## src/rtl/scs8hd_dlytap_cal_if.sv

```systemverilog
// Handshake bundle between the delay-line calibration controller and its user.
// Signal suffixes are from the controller's point of view.
interface scs8hd_dlytap_cal_if #(
  parameter int TAPW = 5
);
  logic            start_i;
  logic            late_i;
  logic [TAPW-1:0] tap_o;
  logic            busy_o;
  logic            done_o;
  logic            locked_o;
  logic            err_o;

  modport master (
    output start_i, late_i,
    input  tap_o, busy_o, done_o, locked_o, err_o
  );

  modport slave (
    input  start_i, late_i,
    output tap_o, busy_o, done_o, locked_o, err_o
  );
endinterface

```

## src/rtl/scs8hd_dlytap_cal.sv

```systemverilog
// Tapped delay-line calibration: linear search for the first tap reading LATE, then hold it.
// Define SCS8HD_DLYTAP_TRACK_EN to keep tracking drift after lock with a 2-result hysteresis.
module scs8hd_dlytap_cal #(
  parameter int TAPW       = 5,
  parameter int SETTLE_CYC = 4,
  parameter int NSAMP      = 3
) (
  input  logic                  clk,
  input  logic                  rst,
  scs8hd_dlytap_cal_if.slave    bus
);

  // state   | meaning
  // IDLE    | after reset, waiting for START
  // SETTLE  | tap just changed, letting the line settle
  // MEASURE | collecting NSAMP LATE samples
  // DECIDE  | majority vote: lock, step tap, or fail
  // LOCK    | tap found and held (tracked when enabled)
  // FAIL    | no tap read late
  typedef enum logic [2:0] {IDLE, SETTLE, MEASURE, DECIDE, LOCK, FAIL} state_t;

  localparam int CMAX = (SETTLE_CYC > NSAMP) ? SETTLE_CYC : NSAMP;
  localparam int CW   = $clog2(CMAX + 1);
  localparam int OW   = $clog2(NSAMP + 1);

  localparam logic [TAPW-1:0] TAP_MAX   = '1;
  localparam logic [CW-1:0]   SETTLE_LD = CW'(SETTLE_CYC - 1);
  localparam logic [CW-1:0]   MEAS_LD   = CW'(NSAMP - 1);
  localparam logic [OW-1:0]   HALF      = OW'(NSAMP / 2);

  state_t          state_q, state_d;
  logic [TAPW-1:0] tap_q, tap_d;
  logic [CW-1:0]   cnt_q, cnt_d;
  logic [OW-1:0]   ones_q, ones_d;
  logic            busy_q, busy_d;
  logic            done_q, done_d;
  logic            locked_q, locked_d;
  logic            err_q, err_d;

`ifdef SCS8HD_DLYTAP_TRACK_EN
  logic            trk_meas_q, trk_meas_d;
  logic [1:0]      hyst_q, hyst_d;   // {previous result valid, previous result late}
  logic            trk_late;
`endif

  always_ff @(posedge clk or posedge rst) begin
    if (rst) begin
      state_q  <= IDLE;
      tap_q    <= '0;
      cnt_q    <= '0;
      ones_q   <= '0;
      busy_q   <= 1'b0;
      done_q   <= 1'b0;
      locked_q <= 1'b0;
      err_q    <= 1'b0;
`ifdef SCS8HD_DLYTAP_TRACK_EN
      trk_meas_q <= 1'b0;
      hyst_q     <= '0;
`endif
    end else begin
      state_q  <= state_d;
      tap_q    <= tap_d;
      cnt_q    <= cnt_d;
      ones_q   <= ones_d;
      busy_q   <= busy_d;
      done_q   <= done_d;
      locked_q <= locked_d;
      err_q    <= err_d;
`ifdef SCS8HD_DLYTAP_TRACK_EN
      trk_meas_q <= trk_meas_d;
      hyst_q     <= hyst_d;
`endif
    end
  end

  always_comb begin
    state_d  = state_q;
    tap_d    = tap_q;
    cnt_d    = cnt_q;
    ones_d   = ones_q;
    busy_d   = busy_q;
    done_d   = 1'b0;
    locked_d = locked_q;
    err_d    = err_q;
`ifdef SCS8HD_DLYTAP_TRACK_EN
    trk_meas_d = trk_meas_q;
    hyst_d     = hyst_q;
    trk_late   = 1'b0;
`endif
    case (state_q)
      IDLE, LOCK, FAIL: begin
        if (bus.start_i) begin
          tap_d    = '0;
          busy_d   = 1'b1;
          locked_d = 1'b0;
          err_d    = 1'b0;
          cnt_d    = SETTLE_LD;
          state_d  = SETTLE;
        end
`ifdef SCS8HD_DLYTAP_TRACK_EN
        else if (state_q == LOCK) begin
          if (!trk_meas_q) begin
            if (cnt_q == '0) begin
              trk_meas_d = 1'b1;
              cnt_d      = MEAS_LD;
              ones_d     = '0;
            end else begin
              cnt_d = cnt_q - 1'b1;
            end
          end else begin
            ones_d = ones_q + OW'(bus.late_i);
            if (cnt_q == '0) begin
              trk_meas_d = 1'b0;
              cnt_d      = SETTLE_LD;
              trk_late   = (ones_d > HALF);
              if (!hyst_q[1]) begin
                hyst_d = {1'b1, trk_late};
              end else begin
                hyst_d = '0;
                // Only two agreeing results in a row move the tap.
                if (hyst_q[0] == trk_late) begin
                  if (trk_late) begin
                    if (tap_q != '0) tap_d = tap_q - 1'b1;
                  end else if (tap_q == TAP_MAX) begin
                    err_d = 1'b1;
                  end else begin
                    tap_d = tap_q + 1'b1;
                  end
                end
              end
            end else begin
              cnt_d = cnt_q - 1'b1;
            end
          end
        end
`endif
      end
      SETTLE: begin
        if (cnt_q == '0) begin
          cnt_d   = MEAS_LD;
          ones_d  = '0;
          state_d = MEASURE;
        end else begin
          cnt_d = cnt_q - 1'b1;
        end
      end
      MEASURE: begin
        ones_d = ones_q + OW'(bus.late_i);
        if (cnt_q == '0) state_d = DECIDE;
        else             cnt_d   = cnt_q - 1'b1;
      end
      DECIDE: begin
        if (ones_q > HALF) begin
          locked_d = 1'b1;
          busy_d   = 1'b0;
          done_d   = 1'b1;
          cnt_d    = SETTLE_LD;
          state_d  = LOCK;
`ifdef SCS8HD_DLYTAP_TRACK_EN
          trk_meas_d = 1'b0;
          hyst_d     = '0;
`endif
        end else if (tap_q != TAP_MAX) begin
          tap_d   = tap_q + 1'b1;
          cnt_d   = SETTLE_LD;
          state_d = SETTLE;
        end else begin
          err_d   = 1'b1;
          busy_d  = 1'b0;
          done_d  = 1'b1;
          state_d = FAIL;
        end
      end
      default: state_d = IDLE;
    endcase
  end

  assign bus.tap_o    = tap_q;
  assign bus.busy_o   = busy_q;
  assign bus.done_o   = done_q;
  assign bus.locked_o = locked_q;
  assign bus.err_o    = err_q;

endmodule

```

## src/flat_wrapper.sv

```systemverilog
// flat-port wrapper written by rule: the top's interface ports become plain ports
module scs8hd_dlytap_cal_flat 
#(
  parameter int TAPW       = 5,
  parameter int SETTLE_CYC = 4,
  parameter int NSAMP      = 3
)
  (clk, rst, bus_start_i, bus_late_i, bus_tap_o, bus_busy_o, bus_done_o, bus_locked_o, bus_err_o);
  scs8hd_dlytap_cal_if #(.TAPW(TAPW)) bus_i ();
  input  logic clk;
  input  logic rst;
  input wire logic [$bits(bus_i.start_i)-1:0] bus_start_i;
  input wire logic [$bits(bus_i.late_i)-1:0] bus_late_i;
  output wire logic [$bits(bus_i.tap_o)-1:0] bus_tap_o;
  output wire logic [$bits(bus_i.busy_o)-1:0] bus_busy_o;
  output wire logic [$bits(bus_i.done_o)-1:0] bus_done_o;
  output wire logic [$bits(bus_i.locked_o)-1:0] bus_locked_o;
  output wire logic [$bits(bus_i.err_o)-1:0] bus_err_o;
  assign bus_i.start_i = bus_start_i;
  assign bus_i.late_i = bus_late_i;
  assign bus_tap_o = bus_i.tap_o;
  assign bus_busy_o = bus_i.busy_o;
  assign bus_done_o = bus_i.done_o;
  assign bus_locked_o = bus_i.locked_o;
  assign bus_err_o = bus_i.err_o;
  scs8hd_dlytap_cal #(.TAPW(TAPW), .SETTLE_CYC(SETTLE_CYC), .NSAMP(NSAMP)) u_core (.clk(clk), .rst(rst), .bus(bus_i));
endmodule
```

## config.mk

```make
export PLATFORM = sky130hd
export DESIGN_NAME = scs8hd_dlytap_cal_flat
export DESIGN_NICKNAME = d
export VERILOG_FILES = /design/src/rtl/scs8hd_dlytap_cal_if.sv /design/src/rtl/scs8hd_dlytap_cal.sv /design/src/flat_wrapper.sv
export SDC_FILE = /design/constraint.sdc
export NUM_CORES = 1
export LEC_CHECK = 0
export BUFFER_PORTS_ARGS = -buffer_cell sky130_fd_sc_hd__buf_2
export CAP_MARGIN = 15
export CELL_PAD_IN_SITES_DETAIL_PLACEMENT = 0
export CELL_PAD_IN_SITES_GLOBAL_PLACEMENT = 1
export CORE_ASPECT_RATIO = 1.4
export CORE_MARGIN = 5
export CORE_UTILIZATION = 38
export CTS_CLUSTER_DIAMETER = 120
export DETAILED_ROUTE_END_ITERATION = 10
export HOLD_SLACK_MARGIN = 0.03
export PLACE_DENSITY_LB_ADDON = 0.3
export SLEW_MARGIN = 15
export SYNTH_ARGS = -nofsm -noshare
export SYNTH_HDL_FRONTEND = slang
export SYNTH_SLANG_ARGS = --single-unit
export TNS_END_PERCENT = 100
```

## constraint.sdc

```tcl
create_clock -name clk -period 1.5 [get_ports clk]
set_input_delay 0.15 -clock clk [delete_from_list [all_inputs] [get_ports clk]]
set_output_delay 0.15 -clock clk [all_outputs]
set_load 0.1 [all_outputs]
```

==> metrics.csv <==
stage,metric,value,unit
status,outcome,"complete, but fails checks",
status,failing checks,negative setup slack,
clock_tree,Clock Tree Root,clkbuf_4,
synthesis,register bit total from synthesis,17,
synthesis,share of the synthesized area in the top cell type,0.4450,
worst_setup_path,cell depth of the worst setup path,5,
worst_setup_path,crit-path cells,ha_4 -> and3_4 -> ha_4 -> a32o_2 -> mux2_4,
detailed_routing,post-route ant nets,0,
synthesis,Synth top cells by count,"17 x dfrtp_1, 11 x inv_1, 10 x a21oi_1, 8 x o21ai_0, 7 x nor2_1",
finish,fin cells,165,
finish,layout cells sized above 1,0.4427,
worst_setup_path,worst-path fanout max,4,
finish,Layout area overhead,36.52,%
detailed_routing,DR vias/cell,4.970,
floorplanning,Rows,21,
detailed_routing,Initial DRC Count,10,
worst_setup_path,largest stage delay on the critical path,0.50,ns
synthesis,Post-Syn Area,955.9,µm²
min_path,Hold Path Cell Cnt,2,
placed_design,Placed Area,0.001192,mm²
floorplanning,total die area,0.003633,mm²
grt,initial antenna violation count,0,
synthesis,top-count cell post-synth,dfrtp_1,
synthesis,Synthesis Warnings,0,
detailed_routing,Residual DRC,0,
synthesis,Netlist cell types,32,
synthesis,ranking of synthesized cells by area,"dfrtp_1 45%, ha_1 6.5%, a21oi_1 5.2%, inv_1 4.3%, o21ai_0 4.2%",
power,Clk pwr share,0.102,
floorplanning,Core ar.,0.002417,mm²
detailed_routing,Total Wirelength,2299,µm
timing,Final Hold Vio Count,0,
timing,clock skew,0.002669,ns
worst_setup_path,"reg-to-reg slack, setup",-0.17,ns
floorplanning,die height,69.35,µm
worst_setup_path,Crit Path Class,reg2reg,
power,VDD IR max,1.082,mV
synthesis,Post-synth EDFFs,0,
synthesis,Yosys top cell by area,dfrtp_1,
grt,vias in the first global route,890,
worst_setup_path,CP max stage cell,dfrtp_4,
detailed_routing,first-pass iteration count of the detailed router,4,
placed_design,placed cells,158,
timing,max-slew violation count,0,
floorplanning,io pins,13,
flow_run,Max Cap Viol,0,
worst_setup_path,startpoint class of the critical path,register,
synthesis,register area share after synthesis,0.4450,
timing,Achievable Freq,599.3,MHz
finish,Final nets,141,
finish,post-route cell area,0.001305,mm²
clock_tree,CTS H-tree lvls,1,
clock_tree,clock sinks,17,
min_path,Hold Crit Class,in2reg,
floorplanning,Initial Utilization,0.3954,
power,total power,0.002480,W
clock_tree,CTS tree,built,
timing,fin worst setup slack,-0.1687,ns
placed_design,gpl congestion,0.7480,
worst_setup_path,CP Data Required Time,1.68,ns
clock_tree,Max clock buf depth,2,
timing,final period utilization,1.112,
power,P_leak,0.6084,nW
timing,worst slew pin tran,0.4854,ns
clock_tree,number of buffers created by CTS,3,
timing,post-layout minimum cycle time,1.669,ns
power,Power Density,1900,mW/mm²
finish,Ant. Diodes,0,
grt,GRT Total Usage,0.1402,
timing,RSZ-0062 raised after global routing,true,
power,cell internal pwr,0.001293,W
power,Logic pwr share,0.592,
worst_setup_path,CP arrival,1.85,ns
worst_setup_path,type of element capturing the critical path,register,
placed_design,HPWL after DPL,1733,µm
worst_setup_path,FF-to-FF path depth,5,
grt,total grt overflow,0,
timing,Slew HR,0.6786,
clock_tree,Skew-Pair Late Insertion Delay,0.29,ns
timing,Final setup violation count,9,
synthesis,Main synth FF type,dfrtp_1,
synthesis,Post-synth ARST share,1.000,
detailed_routing,Via Count,820,
power,Reg power frac,0.306,
synthesis,cells after synthesis,100,
grt,largest net degree at the start of global routing,12,
placed_design,IO buf count,12,
synthesis,Syn Area/Cell,9.559,µm²
detailed_routing,WL per Instance,13.93,µm
power,switching share of power,0.4784,
worst_setup_path,CP most frequent cell,ha_4,
floorplanning,Die Width,52.39,µm
clock_tree,clk slew on worst S/H paths,0.10,ns
worst_setup_path,crit-path leading delay family,flip-flops,
synthesis,syn nets,109,
worst_setup_path,Bufs and invs on worst path,0,
grt,first-pass GRT wire length,3933,µm
power,NetSw,0.001186,W
[through the flow]
| step | hold slack, ns | utilization | TNS [ns] | worst slack [ns] |
|---|---|---|---|---|
| 2_1_floorplan | 0.07590 | - | -1.832 | -0.3281 |
| 3_3_place_gp | 0.1616 | 0.4933 | -0.5521 | -0.1275 |
| 3_5_place_dp | 0.1624 | 0.4933 | -0.7424 | -0.1625 |
| 4_1_cts | 0.07260 | 0.5186 | -0.5979 | -0.1750 |
| 5_1_grt | 0.07069 | 0.5399 | -1.265 | -0.2059 |
| 6_report | 0.07604 | 0.5399 | -0.6429 | -0.1687 |
[power groups by stage]
stage	clock, W	sequential [W]	combinational (W)
global route	0.000271	0.000781	0.00161
detailed placement	0	0.000756	0.00135
global placement	0	0.000751	0.00132
floorplan	0	0.00110	0.000643
finish	0.000252	0.000760	0.00147
CTS	0.000256	0.000752	0.00139
[cells by family after synthesis]
| logic type | after synthesis | share of synthesized area |
|---|---|---|
| AND/OR/NAND/NOR | 32 | 0.1937 |
| multiplexers | 3 | 0.04189 |
| flip-flops | 17 | 0.4450 |
| AO/OA/AOI/OAI | 28 | 0.1806 |
| XOR/XNOR | 1 | 0.009164 |
| adder cells (fa/ha/maj) | 5 | 0.06545 |
| buffers and inverters | 14 | 0.06413 |
[layer usage]
| metal | wire, µm | up-vias | part of all wire | global-route usage |
|---|---|---|---|---|
| met5 | 0 | - | 0 | 0 |
| li1 | - | 408 | - | - |
| met1 | 900 | 399 | 0.39 | 0.1585 |
| met2 | 1333 | 9 | 0.58 | 0.2555 |
| met3 | 36 | 4 | 0.016 | 0.01290 |
| met4 | 28 | 0 | 0.012 | 0.05682 |
[final timing paths]
path	start	to
setup / recovery	u_core.bus.tap_o[1]	u_core.cnt_q[1]
hold / removal	bus_start_i	u_core.state_q[2]
setup reg to reg	u_core.bus.tap_o[1]	u_core.cnt_q[1]
hold reg to reg	u_core.bus.busy_o	u_core.bus.busy_o
max in group asynchronous	rst	u_core.state_q[1]
min in group asynchronous	rst	u_core.bus.tap_o[1]
[cell type report]
cell class / instances / area [µm²]
inverters: 11 / 41.29
repair buffers: 30 / 197.7
well taps: 34 / 42.54
fillers: 253 / 1112
flip-flops and latches: 17 / 436.7
multi-input cells: 69 / 560.5
clock buffers: 4 / 26.28
[cell usage in the layout, fill, tap and decap left out, types with 3 or more instances in the layout]
master	Yosys	final
dfrtp_2	0	3
nor2b_1	3	3
buf_2	1	12
a21oi_1	10	10
inv_1	11	9
nand2b_1	6	5
clkbuf_4	0	3
buf_4	2	17
dfrtp_1	17	12
o21ai_0	8	6
nor2_1	7	6
nand3_1	4	4
[registers in the layout, summed over array words and instances, names as in the netlist]
| signal | flops |
|---|---|
| u_core.bus.busy_o | 1 |
| u_core.bus.done_o | 1 |
| u_core.bus.err_o | 1 |
| u_core.bus.locked_o | 1 |
| u_core.bus.tap_o | 5 |
| u_core.cnt_q | 3 |
| u_core.ones_q | 2 |
| u_core.state_q | 3 |
[what timing repair did]
item / CTS / global route
gates resized for setup: 6 / 11
setup endpoints to repair: 11 / 14
setup buffers: 1 / 2
endpoints found under the hold margin: 10 / 0
pin swaps: 1 / 4
hold buffers: 1 / 0
Power figures use the tool's default switching activity.
